$ cat src/rtl/ram_arb_pkg.sv
// Shared types and constants for the two-port RAM arbiter.
//   NREQ   : number of requesters (0 = CPU, 1 = DMA)
//   DW_DEF : default RAM data width
//   AW_DEF : default RAM address width
//   arb_state_e : arbiter FSM states
package ram_arb_pkg;

  localparam int unsigned NREQ   = 2;
  localparam int unsigned DW_DEF = 8;
  localparam int unsigned AW_DEF = 8;

  typedef enum logic [1:0] {
    IDLE   = 2'd0,
    ACCESS = 2'd1,
    RESP   = 2'd2
  } arb_state_e;

endpackage

$ cat src/rtl/ram_arb_rr.sv
// Winner selection for the RAM arbiter.
//   req    : per-requester request lines
//   last   : index of the requester granted last
//   lock   : last winner asked to keep ownership for one more access
//   winner : one-hot winner, all zero when nobody requests
module ram_arb_rr
  import ram_arb_pkg::*;
(
  input  logic [NREQ-1:0] req,
  input  logic            last,
  input  logic            lock,
  output logic [NREQ-1:0] winner
);

  logic pick;

  always_comb begin
    // Under contention a held lock keeps the last winner, otherwise the other one goes.
    pick   = lock ? last : !last;
    winner = req;
    if (req == 2'b11) begin
      winner = pick ? 2'b10 : 2'b01;
    end
  end

endmodule

$ cat src/rtl/ram_arbiter.sv
// Two-requester (CPU/DMA) arbiter in front of a single-port synchronous RAM.
// Ports:
//   Clk, Rst                 : clock and synchronous active-high reset
//   Req_x/Wr_x/Lock_x        : request, write flag, ownership lock (x = 0 CPU, 1 DMA)
//   Addr_x/Wdata_x           : request address and write data
//   Gnt_x                    : command accepted (high during the RAM access cycle)
//   Rvalid_x                 : read data valid on Rdata
//   Rdata                    : shared read data (DataOut passed through while valid)
//   Cs/Wen/Oen/Address/DataIn: RAM control and write data
//   DataOut                  : RAM read data
//   Busy                     : access in progress
module ram_arbiter
  import ram_arb_pkg::*;
#(
  parameter int unsigned DW = DW_DEF,
  parameter int unsigned AW = AW_DEF
) (
  input  logic          Clk,
  input  logic          Rst,
  input  logic          Req_0,
  input  logic          Wr_0,
  input  logic          Lock_0,
  input  logic [AW-1:0] Addr_0,
  input  logic [DW-1:0] Wdata_0,
  output logic          Gnt_0,
  output logic          Rvalid_0,
  input  logic          Req_1,
  input  logic          Wr_1,
  input  logic          Lock_1,
  input  logic [AW-1:0] Addr_1,
  input  logic [DW-1:0] Wdata_1,
  output logic          Gnt_1,
  output logic          Rvalid_1,
  output logic [DW-1:0] Rdata,
  output logic          Cs,
  output logic          Wen,
  output logic          Oen,
  output logic [AW-1:0] Address,
  output logic [DW-1:0] DataIn,
  input  logic [DW-1:0] DataOut,
  output logic          Busy
);

  arb_state_e state_q, state_d;

  logic          wr_q, wr_d;
  logic [AW-1:0] addr_q, addr_d;
  logic [DW-1:0] wdata_q, wdata_d;
  // Index of the current/last winner; doubles as the round-robin pointer.
  logic          win_q, win_d;
  logic          lock_q, lock_d;

  logic [NREQ-1:0] req, winner;

  logic [NREQ-1:0] gnt_q, gnt_d;
  logic [NREQ-1:0] rvalid_q, rvalid_d;
  logic            cs_q, cs_d;
  logic            wen_q, wen_d;
  logic            oen_q, oen_d;
  logic [AW-1:0]   address_q, address_d;
  logic [DW-1:0]   datain_q, datain_d;
  logic            busy_q, busy_d;

  assign req = {Req_1, Req_0};

  ram_arb_rr u_rr (
    .req    (req),
    .last   (win_q),
    .lock   (lock_q),
    .winner (winner)
  );

  // Next-state and request latching.
  always_comb begin
    state_d = state_q;
    wr_d    = wr_q;
    addr_d  = addr_q;
    wdata_d = wdata_q;
    win_d   = win_q;
    lock_d  = lock_q;
    unique case (state_q)
      IDLE: begin
        if (|req) begin
          state_d = ACCESS;
          win_d   = winner[1];
          if (winner[1]) begin
            wr_d    = Wr_1;
            lock_d  = Lock_1;
            addr_d  = Addr_1;
            wdata_d = Wdata_1;
          end else begin
            wr_d    = Wr_0;
            lock_d  = Lock_0;
            addr_d  = Addr_0;
            wdata_d = Wdata_0;
          end
        end
      end
      ACCESS:  state_d = wr_q ? IDLE : RESP;
      RESP:    state_d = IDLE;
      default: state_d = IDLE;
    endcase
  end

  // Outputs are decoded from the next state so they can be registered.
  always_comb begin
    gnt_d     = '0;
    rvalid_d  = '0;
    cs_d      = 1'b0;
    wen_d     = 1'b0;
    oen_d     = 1'b0;
    address_d = '0;
    datain_d  = '0;
    busy_d    = (state_d != IDLE);
    if (state_d == ACCESS) begin
      gnt_d[win_d] = 1'b1;
      cs_d         = 1'b1;
      wen_d        = wr_d;
      oen_d        = !wr_d;
      address_d    = addr_d;
      datain_d     = wr_d ? wdata_d : '0;
    end
    if (state_d == RESP) begin
      rvalid_d[win_q] = 1'b1;
    end
  end

  always_ff @(posedge Clk) begin
    if (Rst) begin
      state_q   <= IDLE;
      wr_q      <= 1'b0;
      addr_q    <= '0;
      wdata_q   <= '0;
      win_q     <= 1'b1;  // pretend DMA won last so the CPU wins first
      lock_q    <= 1'b0;
      gnt_q     <= '0;
      rvalid_q  <= '0;
      cs_q      <= 1'b0;
      wen_q     <= 1'b0;
      oen_q     <= 1'b0;
      address_q <= '0;
      datain_q  <= '0;
      busy_q    <= 1'b0;
    end else begin
      state_q   <= state_d;
      wr_q      <= wr_d;
      addr_q    <= addr_d;
      wdata_q   <= wdata_d;
      win_q     <= win_d;
      lock_q    <= lock_d;
      gnt_q     <= gnt_d;
      rvalid_q  <= rvalid_d;
      cs_q      <= cs_d;
      wen_q     <= wen_d;
      oen_q     <= oen_d;
      address_q <= address_d;
      datain_q  <= datain_d;
      busy_q    <= busy_d;
    end
  end

  assign Gnt_0    = gnt_q[0];
  assign Gnt_1    = gnt_q[1];
  assign Rvalid_0 = rvalid_q[0];
  assign Rvalid_1 = rvalid_q[1];
  assign Cs       = cs_q;
  assign Wen      = wen_q;
  assign Oen      = oen_q;
  assign Address  = address_q;
  assign DataIn   = datain_q;
  assign Busy     = busy_q;
  // RAM data is only presented while a read response is valid.
  assign Rdata    = (|rvalid_q) ? DataOut : '0;

endmodule

$ cat config.mk
export PLATFORM = sky130hd
export DESIGN_NAME = ram_arbiter
export DESIGN_NICKNAME = d
export VERILOG_FILES = /design/src/rtl/ram_arb_pkg.sv /design/src/rtl/ram_arb_rr.sv /design/src/rtl/ram_arbiter.sv
export SDC_FILE = /design/constraint.sdc
export NUM_CORES = 1
export LEC_CHECK = 0
export ABC_AREA = 1
export BUFFER_PORTS_ARGS = -buffer_cell sky130_fd_sc_hd__buf_2
export CORE_MARGIN = 2
export CORE_UTILIZATION = 38
export DETAILED_ROUTE_END_ITERATION = 10
export GPL_TIMING_DRIVEN = 0
export PLACE_DENSITY = 0.78
export SETUP_SLACK_MARGIN = 0.05
export SYNTH_ARGS = -nofsm -noshare
export SYNTH_HDL_FRONTEND = slang
export SYNTH_SLANG_ARGS = --single-unit
$ cat constraint.sdc
create_clock -name Clk -period 1.1 [get_ports Clk]
set_input_delay 0.11 -clock Clk [delete_from_list [all_inputs] [get_ports Clk]]
set_output_delay 0.11 -clock Clk [all_outputs]
set_load 0.05 [all_outputs]
Word-level counts from Yosys, hierarchy flattened
Index checks and enable logic that the tools add are counted.
{ "word_totals": {"regBits": 45, "latch_bits": 0, "ram_bits": 0, "rom_bits": 0, "in_bits": 48, "output_inout_bits": 32, "elab_cells": 61, "mem_count": 0} }
{ "op_classes": {"add_sub_neg": 0, "multipliers": 0, "div_mod_pow": 0, "magnitude_cmp": 4, "n_eq_ne": 4, "n_shift": 0, "mux": 24, "bitwise": 3, "n_reduce_logical": 12} }
{ "op_table": {"columns": ["op", "n"], "rows": [
  ["$mux 8", 7],
  ["$mux 1", 10],
  ["$mux 2", 4],
  ["$reduce_or 2->1", 4],
  ["$eq 2x1->1 const B", 2],
  ["$eq 2x2->1 const B", 2],
  ["$lt 1x2->1 const B", 2],
  ["$pmux 2 s2", 1],
  ["$not 1->1", 3],
  ["$reduce_or 3->1", 1],
  ["$demux 1 s1", 2],
  ["$ge 1x1->1 const B", 2],
  ["$logic_and 1x1->1", 2],
  ["$logic_not 1->1", 2],
  ["$logic_not 2->1", 1],
  ["$reduce_and 2->1", 1],
  ["$reduce_bool 2->1", 1]
]} }

Longest topological paths before layout
Gate-level depths: netlist of the first run.
{ "logic_depth": {"depth_word": 10, "depth_mapped": 9, "ltp_nobuf": 8} }

Cells and area by module
A second synthesis of the first run with hierarchy kept.
{ "hier_totals": {"hier_cells": 247, "hier_area_um2": 1640.3} }
{ "by_module_without_submodules": {"columns": ["mod", "n_inst", "cells_each", "area_each_um2", "seq_area_each_um2"], "rows": [
  ["ram_arbiter", 1, 233, 1577.8, 740.7],
  ["ram_arb_rr", 1, 14, 62.6, 0.0]
]} }

Least setup slack after synthesis of the first run
No wires, ideal clock.
{ "synth_timing": {"path_kind": "register to output", "from": "reg rvalid_q[1]", "to": "out Rdata[0]", "t_arrival_ps": 1518, "t_required_ps": 990, "setup_slack_ps": -528, "path_stages_with_launch": 3, "n_path_buf": 0, "cell_sequence": "dfxtp_1 > nor2_1 > nor2_1"} }
{ "synth_via": {"elab_chain_cells": 2} }
{ "synth_rtl": {"columns": ["item", "line_no", "source"], "rows": [
  ["start: declaration", "ram_arbiter.sv:56", "logic [NREQ-1:0] rvalid_q, rvalid_d;"],
  ["start signal: assignment", "ram_arbiter.sv:152", "rvalid_q <= rvalid_d;"],
  ["$reduce_or 2->1", "ram_arbiter.sv:173", "assign Rdata = (|rvalid_q) ? DataOut : '0;"],
  ["$mux 8", "ram_arbiter.sv:173", null],
  ["end: declaration", "ram_arbiter.sv:34", "output logic [DW-1:0] Rdata,"]
]} }
No other way between the ends.

Final worst setup path of the first run
{ "layout_timing": {"from": "reg state_q[0]", "to": "reg lock_q"} }
{ "layout_via": {"elab_chain_cells": 2} }
{ "layout_rtl": {"columns": ["item", "line_no", "source"], "rows": [
  ["start: declaration", "ram_arbiter.sv:44", "arb_state_e state_q, state_d;"],
  ["start signal: assignment", "ram_arbiter.sv:145", "state_q <= state_d;"],
  ["$logic_not 2->1", "ram_arbiter.sv:81", "unique case (state_q)"],
  ["$reduce_and 2->1 (no source line)", null, null],
  ["end signal: assignment", "ram_arbiter.sv:150", "lock_q <= lock_d;"],
  ["end: declaration", "ram_arbiter.sv:51", "logic lock_q, lock_d;"]
]} }
No other way between the ends.
A chain may end at the register's enable or synchronous reset.

==> metrics.yaml, run 1 <==
logic_synthesis:
  synth_seq_area_share: 0.516
  synth_top_cell_area_share: 0.516
  synth_xor_area_frac: 0
  synth_top_family_by_area: "simple AND/OR/NAND/NOR gates"
  synth_edf_count: 0
  synth_warnings: 0
  synthSimpleGateAreaFrac: 0.346
  synth_seq_cells: 37
  synthesis.nets: 233
  yosysTopAreaCell: "dfxtp_1"
  ys_top_cells_by_count: "dfxtp_1 (37), nand2_1 (36), nor2_1 (31)"
  synth_cell_types: 23
  syn_area_mm2: 0.00144
  synth_compound_area_frac: 0.0322
  synthTopCellsByArea: "dfxtp_1 (52%), nand2_1 (9.4%), nor2_1 (8.1%)"
  muxShareOfSynthArea: 0
  synth-main-ff-cell: "dfxtp_1"
  async_reset_ff_frac: 0
  synth.most_common_cell: "dfxtp_1"
  syn_inst: 185
  synth_fa_ha_area_frac: 0
  avgSynthCellArea_um2: 7.76
timing:
  fin_skew_ns: 0.00281
  whs_ns: 0.0164
  hold_viol: 0
  max_slew.worst_pin.slew_ns: 0.620
  final-setup-viol-count: 38
  grt_setup_unrepaired: "yes"
  fmax_ghz: 0.777
  worst_slack_ns: -0.187
  relSlewSlack: 0.587
  fin_crit_ns: 1.29
  slew_viol_final: 0
  period_share: 1.17
flow_run:
  max_cap_viol_count: 0
min_path:
  min_path_type: "in -> reg"
routing:
  vias_per_cell: 4.75
  dr.pass1.iters: 4
  drtAntennaViolNets: 0
  drc: 0
  wirelength_um: 4630
  vias: 1595
  wl_per_cell_um: 13.8
  dr.first_iter.drc_count: 62
clocking:
  insertion_delay_ns: 0.29
  cts_buffer_depth: 2
  cts_made_buffers: 5
  clock-sinks: 37
  cts_tree: "built"
  ctsHtreeMaxLevel: 2
  clkSlewWorstSetupHoldPaths_ns: 0.07
  root_buffer: "clkbuf_8"
worst_setup_path:
  worstPathRequired_ns: 1.28
  crit_path_end_kind: "flop"
  worstSetupPathType: "reg -> reg"
  crit_path_top_delay_cell: "dfxtp_2"
  cp_common_cell: "nor2_4"
  max_stage_delay_ns: 0.34
  crit_path_max_fanout: 5
  worst_setup_path_start_kind: "flop"
  worstPathCellList: "nor2_4 -> inv_2 -> nor2_4 -> buf_6 -> nor2_1 -> buf_2 -> nand2_1 -> nand3_1"
  cp_data_arrival_time_ns: 1.46
finish:
  syn_to_final_growth_pct: 79.8
  diodes: 0
  finalNetCount: 336
  drive_gt1_frac: 0.628
global_routing:
  gr-usage-all-layers: 0.208
  grt_pass1_wl_um: 6600
  grt_pass1_vias: 1438
  antenna_found_initial: 0
  grt_max_degree: 12
  overflow: 0
outcome:
  violations: "negative setup slack"
  outcome: "finished, violations left"
placement:
  dp_hpwl_um: 2430
  gp_congestion: 0.727
  portBuffers: 79
floorplan:
  fp.dieArea_mm2: 0.00429
  die_x_um: 65.5
  start_util: 0.392
  io_pins: 80
  core_area_mm2: 0.00366
  rows: 22
  fp.dieH_um: 65.5
power_and_ir_drop:
  p_leak_nw: 1.32
  ir_drop_mv: 0.827
  powerDensity_mw_per_mm2: 1460
  p_total_mw: 3.78
## path summary, 6_finish.rpt
path         startpoint          end  slack [ns]  cells past startpoint
min           Addr_1[6]   Address[6]        0.02                      3
max          state_q[0]       lock_q       -0.19                      8
min reg2reg       win_q  rvalid_q[0]        0.44                      1
max reg2reg  state_q[0]       lock_q       -0.19                      8
## final cells by class
type	count	area [um2]
inverters	28	105
repair buffers	94	634
flip-flops and latches	37	751
multi-input cells	114	872
clock buffers	7	86.3
plain buffers	8	73.8
fillers	270	1080
well taps	48	60.1
## routing by layer
layer	global-route usage	share of wire	vias up	wire, um
met5	0	0	-	0
met3	0.0565	0.070	14	324
li1	-	-	769	-
met4	0.0911	0.028	0	130
met2	0.358	0.51	71	2340
met1	0.239	0.39	741	1830
## layout by cell type, fill, tap and decap left out
cell,count
buf_8,2
nor2_1,18
o21ai_4,1
nand3_2,9
dfxtp_2,5
o21ai_1,5
nand3_4,2
buf_1,1
nand2_2,14
dfxtp_4,1
clkbuf_1,1
clkbuf_8,6
nor4_2,1
nor2_8,1
inv_1,24
dfxtp_1,31
nor2_4,13
nand2_8,3
nand3_1,9
buf_6,17
a31oi_4,1
or2_2,8
buf_4,5
inv_2,4
nand3b_1,1
buf_12,4
buf_2,73
nor2_2,3
nand4_4,2
nand2_4,4
nand2_1,17
o21ai_2,2
## worst max-delay path, delay by kind of cell (launching register included)
family / cells / cell delay [ns]
flops: 1 / 0.34
simple gates: 5 / 0.47
buf+inv: 3 / 0.36
## through the flow
step / setup WS [ns] / TNS [ns] / util / cells / area (um2)
finish: -0.187 / -4.23 / 0.705 / 336 / 2580
global route: -0.238 / -6.76 / 0.705 / 336 / 2580
CTS: -0.113 / -2.66 / 0.648 / 331 / 2370
detailed placement: -0.154 / -3.26 / 0.537 / 312 / 1970
global placement: -0.158 / -2.78 / 0.537 / 312 / 1970
floorplan: 0.0250 / 0 / - / 185 / 1510
## kinds of logic (layout without fill, tap and decap cells)
group / count (synthesis) / count (layout)
buffers and inverters: 36 / 137
AND/OR/NAND/NOR: 103 / 105
AO/OA/AOI/OAI: 9 / 9
flip-flops: 37 / 37
## flip-flops by register name, summed over array words and instances (netlist names)
signal	count
rvalid_q	2
DataIn	8
lock_q	1
Cs	1
gnt_q	2
Busy	1
wdata_q	8
state_q	2
wr_q	1
Address	8
Wen	1
win_q	1
Oen	1
## timing repair
| item | CTS | global route |
|---|---|---|
| cloned | 5 | 0 |
| resized for setup | 58 | 41 |
| pin swaps | 16 | 16 |
| hold buffers | 0 | 0 |
| setup buffers | 7 | 5 |
| setup endpoints to repair | 38 | 42 |
## power breakdown
part	internal [mW]	total, mW	switching, mW
Clock	0.497	0.958	0.461
Sequential	1.46	1.51	0.0458
Combinational	0.494	1.31	0.815
No activity file was read; power rests on OpenSTA's default activity.
==> inputs of run 2 (changes only) <==
--- a/config.mk
+++ b/config.mk
@@ -9,6 +9,7 @@
 export BUFFER_PORTS_ARGS = -buffer_cell sky130_fd_sc_hd__buf_2
 export CORE_MARGIN = 2
 export CORE_UTILIZATION = 38
+export CTS_BUF_LIST = sky130_fd_sc_hd__clkbuf_16
 export DETAILED_ROUTE_END_ITERATION = 10
 export GPL_TIMING_DRIVEN = 0
 export PLACE_DENSITY = 0.78
==> run 2 against run 1 <==
  * The flow still finishes with violations (negative setup slack)
  * Via count decreased by 2.3%
  * Final cell count increased by 0.60%
  * Clock-buffer cell count decreased by 2
  * Sequential share of layout area increased by 0.59 points
  * Design area decreased by 2.0%
  * Die area unchanged
  * Power increased by 6.8%
  * Worst hold slack improved by 0.011 ns
  * Routed wire length decreased by 9.5%
  * Non-clock buffer count increased by 2
  * Clock skew about the same
  * Clock power increased by 37%
  * Largest cell class unchanged
  * Highest routed layer unchanged
==> metrics.yaml, run 2 (synthesis results as in run 1) <==
outcome:
  outcome: "finished, violations left"
  violations: "negative setup slack"
placement:
  dpl.cell_count: 312  # unchanged
  dp_hpwl_um: 2430  # unchanged
  dp_worst_setup_slack_ns: -0.154  # unchanged
  place_area_mm2: 0.00197  # unchanged
  gp_congestion: 0.727  # unchanged
  portBuffers: 79  # unchanged
routing:
  highest_layer: "met4"
  drtAntennaViolNets: 0  # unchanged
  wl_met1_um: 1710  # -6.3%
  vias_per_cell: 4.61  # -2.9%
  dr.pass1.iters: 4  # unchanged
  wl_met2_um: 2130  # -9.0%
  vias: 1558  # -2.3%
  wirelength_um: 4190  # -9.5%
  wl_per_cell_um: 12.4  # -10%
  wl_met3_um: 248  # -23%
  dr.first_iter.drc_count: 34  # -45%
  drc: 0  # unchanged
worst_setup_path:
  max_stage_delay_ns: 0.33  # about the same
  worstSetupPathType: "reg -> reg"
  crit_path_max_fanout: 5  # unchanged
  crit_path_top_delay_cell: "dfxtp_2"
  crit_path_end_kind: "flop"
  cp_data_arrival_time_ns: 1.40  # -0.06 ns
  worstPathRequired_ns: 1.26  # -0.02 ns
  critical_path_buf_inv_count: 3  # unchanged
  worstPathCellList: "nor2_4 -> inv_2 -> nor2_4 -> buf_6 -> nor2_1 -> buf_2 -> nand2_1 -> nand2_1"
  worst_setup_path_start_kind: "flop"
  cpLargestDelayFamily: "simple AND/OR/NAND/NOR gates"
clocking:
  cts_tree: "built"
  cts_made_buffers: 5  # unchanged
  clkSlewWorstSetupHoldPaths_ns: 0.05  # -0.02 ns
  root_buffer: "clkbuf_16"
  clock-sinks: 37  # unchanged
  postCtsHoldBufs: 0  # unchanged
  ctsHtreeMaxLevel: 2  # unchanged
  cts_buffer_depth: 2  # unchanged
  insertion_delay_ns: 0.28  # about the same
min_path:
  min_path_type: "in -> reg"
global_routing:
  grt_max_degree: 12  # unchanged
  grt_pass1_wl_um: 6360  # -3.6%
  antenna_found_initial: 0  # unchanged
  gr-usage-all-layers: 0.198  # -0.00981
  grt_pass1_vias: 1445  # +0.49%
  overflow: 0  # unchanged
floorplan:
  start_util: 0.392  # unchanged
  die_x_um: 65.5  # unchanged
  io_pins: 80  # unchanged
  rows: 22  # unchanged
  core_area_mm2: 0.00366  # unchanged
  fp.dieArea_mm2: 0.00429  # unchanged
  fp.dieH_um: 65.5  # unchanged
finish:
  syn_to_final_growth_pct: 76.2
  fin_area_mm2: 0.00253  # -2.0%
  diodes: 0  # unchanged
  final_core_util: 0.691  # -0.0140
  finalNetCount: 338  # +0.60%
  n_fill_cell: 277  # +2.6%
  layout.cells.non_filler: 338  # +0.60%
  drive_gt1_frac: 0.572  # -0.0561
  final_cell_mix: "buf_2 (73), dfxtp_1 (31), inv_1 (26), nand2_1 (24), nor2_1 (18)"
  final_common_cell: "buf_2"
timing:
  period_share: 1.12  # -0.0487
  fin_crit_ns: 1.23  # -0.0535 ns
  grt_setup_unrepaired: "yes"
  hold_viol: 0  # unchanged
  slew_viol_final: 0  # unchanged
  max_slew.worst_pin.slew_ns: 0.537  # -0.0832 ns
  worst_slack_ns: -0.133  # +0.0535 ns
  fmax_ghz: 0.811  # +4.3%
  tns_ns: -3.10  # +1.13 ns
  relSlewSlack: 0.642  # +0.0555
  fin_skew_ns: 0.00304  # +0.000228 ns
  final-setup-viol-count: 37  # -2.6%
  whs_ns: 0.0278  # +0.0114 ns
power_and_ir_drop:
  p_total_mw: 4.03  # +6.8%
  powerDensity_mw_per_mm2: 1590  # +9.0%
  ir_drop_mv: 0.933  # +13%
  p_leak_nw: 1.33  # +0.58%
flow_run:
  max_cap_viol_count: 0  # unchanged
-- run 2: cell types whose count changed in the layout (fill, tap and decap cells not counted), sizes merged --
cell / delta
buf: +2
clkbuf: -2
clkinv: +1
inv: +1
-- run 2: cell type report --
type | instances | area (um2) | area share
Inverter | 28 | 105 | 0.0415
Tap cell | 48 | 60.1 | 0.0237
Sequential cell | 37 | 751 | 0.297
Clock buffer | 5 | 125 | 0.0494
Multi-Input combinational cell | 114 | 788 | 0.311
Timing Repair Buffer | 96 | 617 | 0.244
Clock inverter | 2 | 7.51 | 0.00297
Buffer | 8 | 77.6 | 0.0306
-- run 2: worst reg2reg max path: cells and delay by family, from the launching register on --
family	cells	cell delay (ns)
buf+inv	3	0.35
flops	1	0.33
simple gates	5	0.44
-- run 2: timing repair --
action                                  CTS  global route
gates resized for setup                  53            25
endpoints found under the setup margin   38            42
pin swaps                                14            15
buffers inserted                          7             8
gates cloned                              4             0
-- run 2: metal layers --
layer | vias up | global-route usage
li1 | 777 | -
met1 | 717 | 0.232
met2 | 55 | 0.341
met3 | 9 | 0.0377
met4 | 0 | 0.104
met5 | - | 0
-- run 2: path summary, 6_finish.rpt --
check / startpoint / to / slack (ns) / depth (start not counted)
min reg2reg: win_q / rvalid_q[0] / 0.44 / 1
max: state_q[0] / wr_q / -0.13 / 8
max reg2reg: state_q[0] / wr_q / -0.13 / 8
min: Addr_1[4] / Address[4] / 0.03 / 3
-- run 2: report_power, final --
group	leakage (nW)	internal, mW	switching [mW]
registers	0.307	1.47	0.0444
logic	0.954	0.462	0.754
clock network	0.0685	0.809	0.497
total	1.33	2.74	1.30
==> inputs of run 3 (changes only) <==
--- a/config.mk
+++ b/config.mk
@@ -7,7 +7,7 @@
 export LEC_CHECK = 0
 export ABC_AREA = 1
 export BUFFER_PORTS_ARGS = -buffer_cell sky130_fd_sc_hd__buf_2
-export CORE_MARGIN = 2
+export CORE_MARGIN = 1.5
 export CORE_UTILIZATION = 38
 export CTS_BUF_LIST = sky130_fd_sc_hd__clkbuf_16
 export DETAILED_ROUTE_END_ITERATION = 10
==> run 3 against run 2 <==
  * The flow still finishes with violations (negative setup slack)
  * Sequential cell count did not move
  * Clock-buffer cell count did not move
  * Final cell count rose by 1.2%
  * Design area rose by 5.9%
  * Critical path type unchanged
  * Critical endpoint is now wdata_q[6]
  * Largest cell class unchanged
==> metrics.yaml, run 3 (synthesis results as in run 1) <==
clocking:
  ctsHtreeMaxLevel: 2  # unchanged
  cts_made_buffers: 5  # unchanged
  clkSlewWorstSetupHoldPaths_ns: 0.05  # about the same
  clock-sinks: 37  # unchanged
  cts_tree: "built"
  root_buffer: "clkbuf_16"
  insertion_delay_ns: 0.28  # about the same
  cts_buffer_depth: 2  # unchanged
power_and_ir_drop:
  powerDensity_mw_per_mm2: 1570  # -1.5%
  p_total_mw: 4.21  # +4.4%
  p_leak_nw: 1.38  # +3.9%
  ir_drop_mv: 1.03  # +11%
global_routing:
  grt_pass1_wl_um: 7070  # +11%
  grt_max_degree: 11  # -1
  grt_pass1_vias: 1555  # +7.6%
  gr-usage-all-layers: 0.227  # +0.0295
  overflow: 0  # unchanged
  antenna_found_initial: 0  # unchanged
min_path:
  min_path_type: "in -> reg"
timing:
  final-setup-viol-count: 39  # +5.4%
  fin_crit_ns: 1.27  # +0.0353 ns
  fmax_ghz: 0.788  # -2.8%
  slew_viol_final: 0  # unchanged
  grt_setup_unrepaired: "yes"
  max_slew.worst_pin.slew_ns: 0.570  # +0.0334 ns
  hold_viol: 0  # unchanged
  fin_skew_ns: 0.00300  # -0.0000403 ns
  worst_slack_ns: -0.169  # -0.0353 ns
  period_share: 1.15  # +0.0320
  relSlewSlack: 0.620  # -0.0223
routing:
  dr.first_iter.drc_count: 49  # +44%
  dr.pass1.iters: 4  # unchanged
  wirelength_um: 4780  # +14%
  drc: 0  # unchanged
  drtAntennaViolNets: 0  # unchanged
  wl_per_cell_um: 14.0  # +13%
  vias: 1639  # +5.2%
  vias_per_cell: 4.79  # +4.0%
worst_setup_path:
  crit_path_max_fanout: 10  # +5
  cp_data_arrival_time_ns: 1.44  # +0.04 ns
  worst_setup_path_start_kind: "flop"
  worstPathRequired_ns: 1.27  # about the same
  crit_path_end_kind: "flop"
  worstSetupPathType: "reg -> reg"
finish:
  finalNetCount: 342  # +1.2%
  multi_input_area_um2: 887  # +13%
  syn_to_final_growth_pct: 86.7
  layout.cells.non_filler: 342  # +1.2%
  n_fill_cell: 246  # -11%
  final_cell_mix: "buf_2 (74), dfxtp_1 (31), inv_1 (24), nand2_1 (17), nor2_1 (16)"
  regArea_um2: 753  # +0.33%
  final_common_cell: "buf_2"
  drive_gt1_frac: 0.629  # +0.0568
  diodes: 0  # unchanged
placement:
  gp_congestion: 0.743  # +2.2%
  dp_hpwl_um: 2420  # -0.33%
  portBuffers: 79  # unchanged
  dpl.cell_count: 312  # unchanged
outcome:
  violations: "negative setup slack"
  outcome: "finished, violations left"
floorplan:
  die_x_um: 64.5  # -1.5%
  start_util: 0.395  # +0.00297
  core_area_mm2: 0.00363  # -0.75%
  io_pins: 80  # unchanged
  rows: 22  # unchanged
  fp.dieH_um: 64.5  # -1.5%
  fp.dieArea_mm2: 0.00416  # -3.0%
flow_run:
  max_cap_viol_count: 0  # unchanged
-- run 3: final timing paths --
| path | startpoint | to | slack, ns | depth (start not counted) |
|---|---|---|---|---|
| worst max-delay path | win_q | wdata_q[6] | -0.17 | 8 |
| worst min-delay path | Addr_1[1] | Address[1] | 0.03 | 3 |
| worst max register to register | win_q | wdata_q[6] | -0.17 | 8 |
| worst min register to register | state_q[1] | state_q[1] | 0.45 | 1 |
-- run 3: cell type report --
class | instances | area share
multi-input cells | 114 | 0.331
repair buffers | 100 | 0.245
plain buffers | 8 | 0.0317
flip-flops and latches | 37 | 0.281
clock buffers | 5 | 0.0467
clock inverters | 2 | 0.00280
well taps | 48 | 0.0224
inverters | 28 | 0.0401
-- run 3: through the flow --
step | hold slack [ns] | cell area [um2] | worst slack [ns] | TNS (ns) | utilization
floorplan | 0.185 | 1510 | 0.0250 | 0 | -
CTS | 0.0255 | 2530 | -0.128 | -3.09 | 0.697
global route | 0.0377 | 2680 | -0.240 | -6.50 | 0.738
finish | 0.0312 | 2680 | -0.169 | -4.37 | 0.738
detailed placement | 0.313 | 1970 | -0.181 | -3.93 | 0.541
global placement | 0.306 | 1970 | -0.147 | -2.88 | 0.541
-- run 3: timing repair --
item,4_1_cts,5_1_grt
hold buffers,0,0
setup endpoints to repair,38,42
resized for setup,81,29
pin swaps,16,16
buffers inserted,13,6
cloned,4,0
-- run 3: layer usage --
metal | wire length (um) | global-route usage | vias up
li1 | - | - | 787
met1 | 1730 | 0.247 | 751
met2 | 2530 | 0.398 | 89
met3 | 384 | 0.0556 | 12
met4 | 133 | 0.136 | 0
met5 | 0 | 0 | -
-- run 3: critical path, cell delays in order, from the launching register on --
cell	delay, ns
dfxtp_4	0.38
inv_4	0.05
nand2_4	0.07
nand3_4	0.10
buf_8	0.17
nand3_1	0.12
nand3_2	0.13
nand2_4	0.10
nor2_4	0.04
-- run 3: power breakdown --
part	internal [mW]	switching, mW	total (mW)	leakage (nW)
combinational	0.551	0.831	1.38	1.01
sequential	1.47	0.0559	1.52	0.307
clock	0.809	0.495	1.30	0.0685
total	2.83	1.38	4.21	1.38
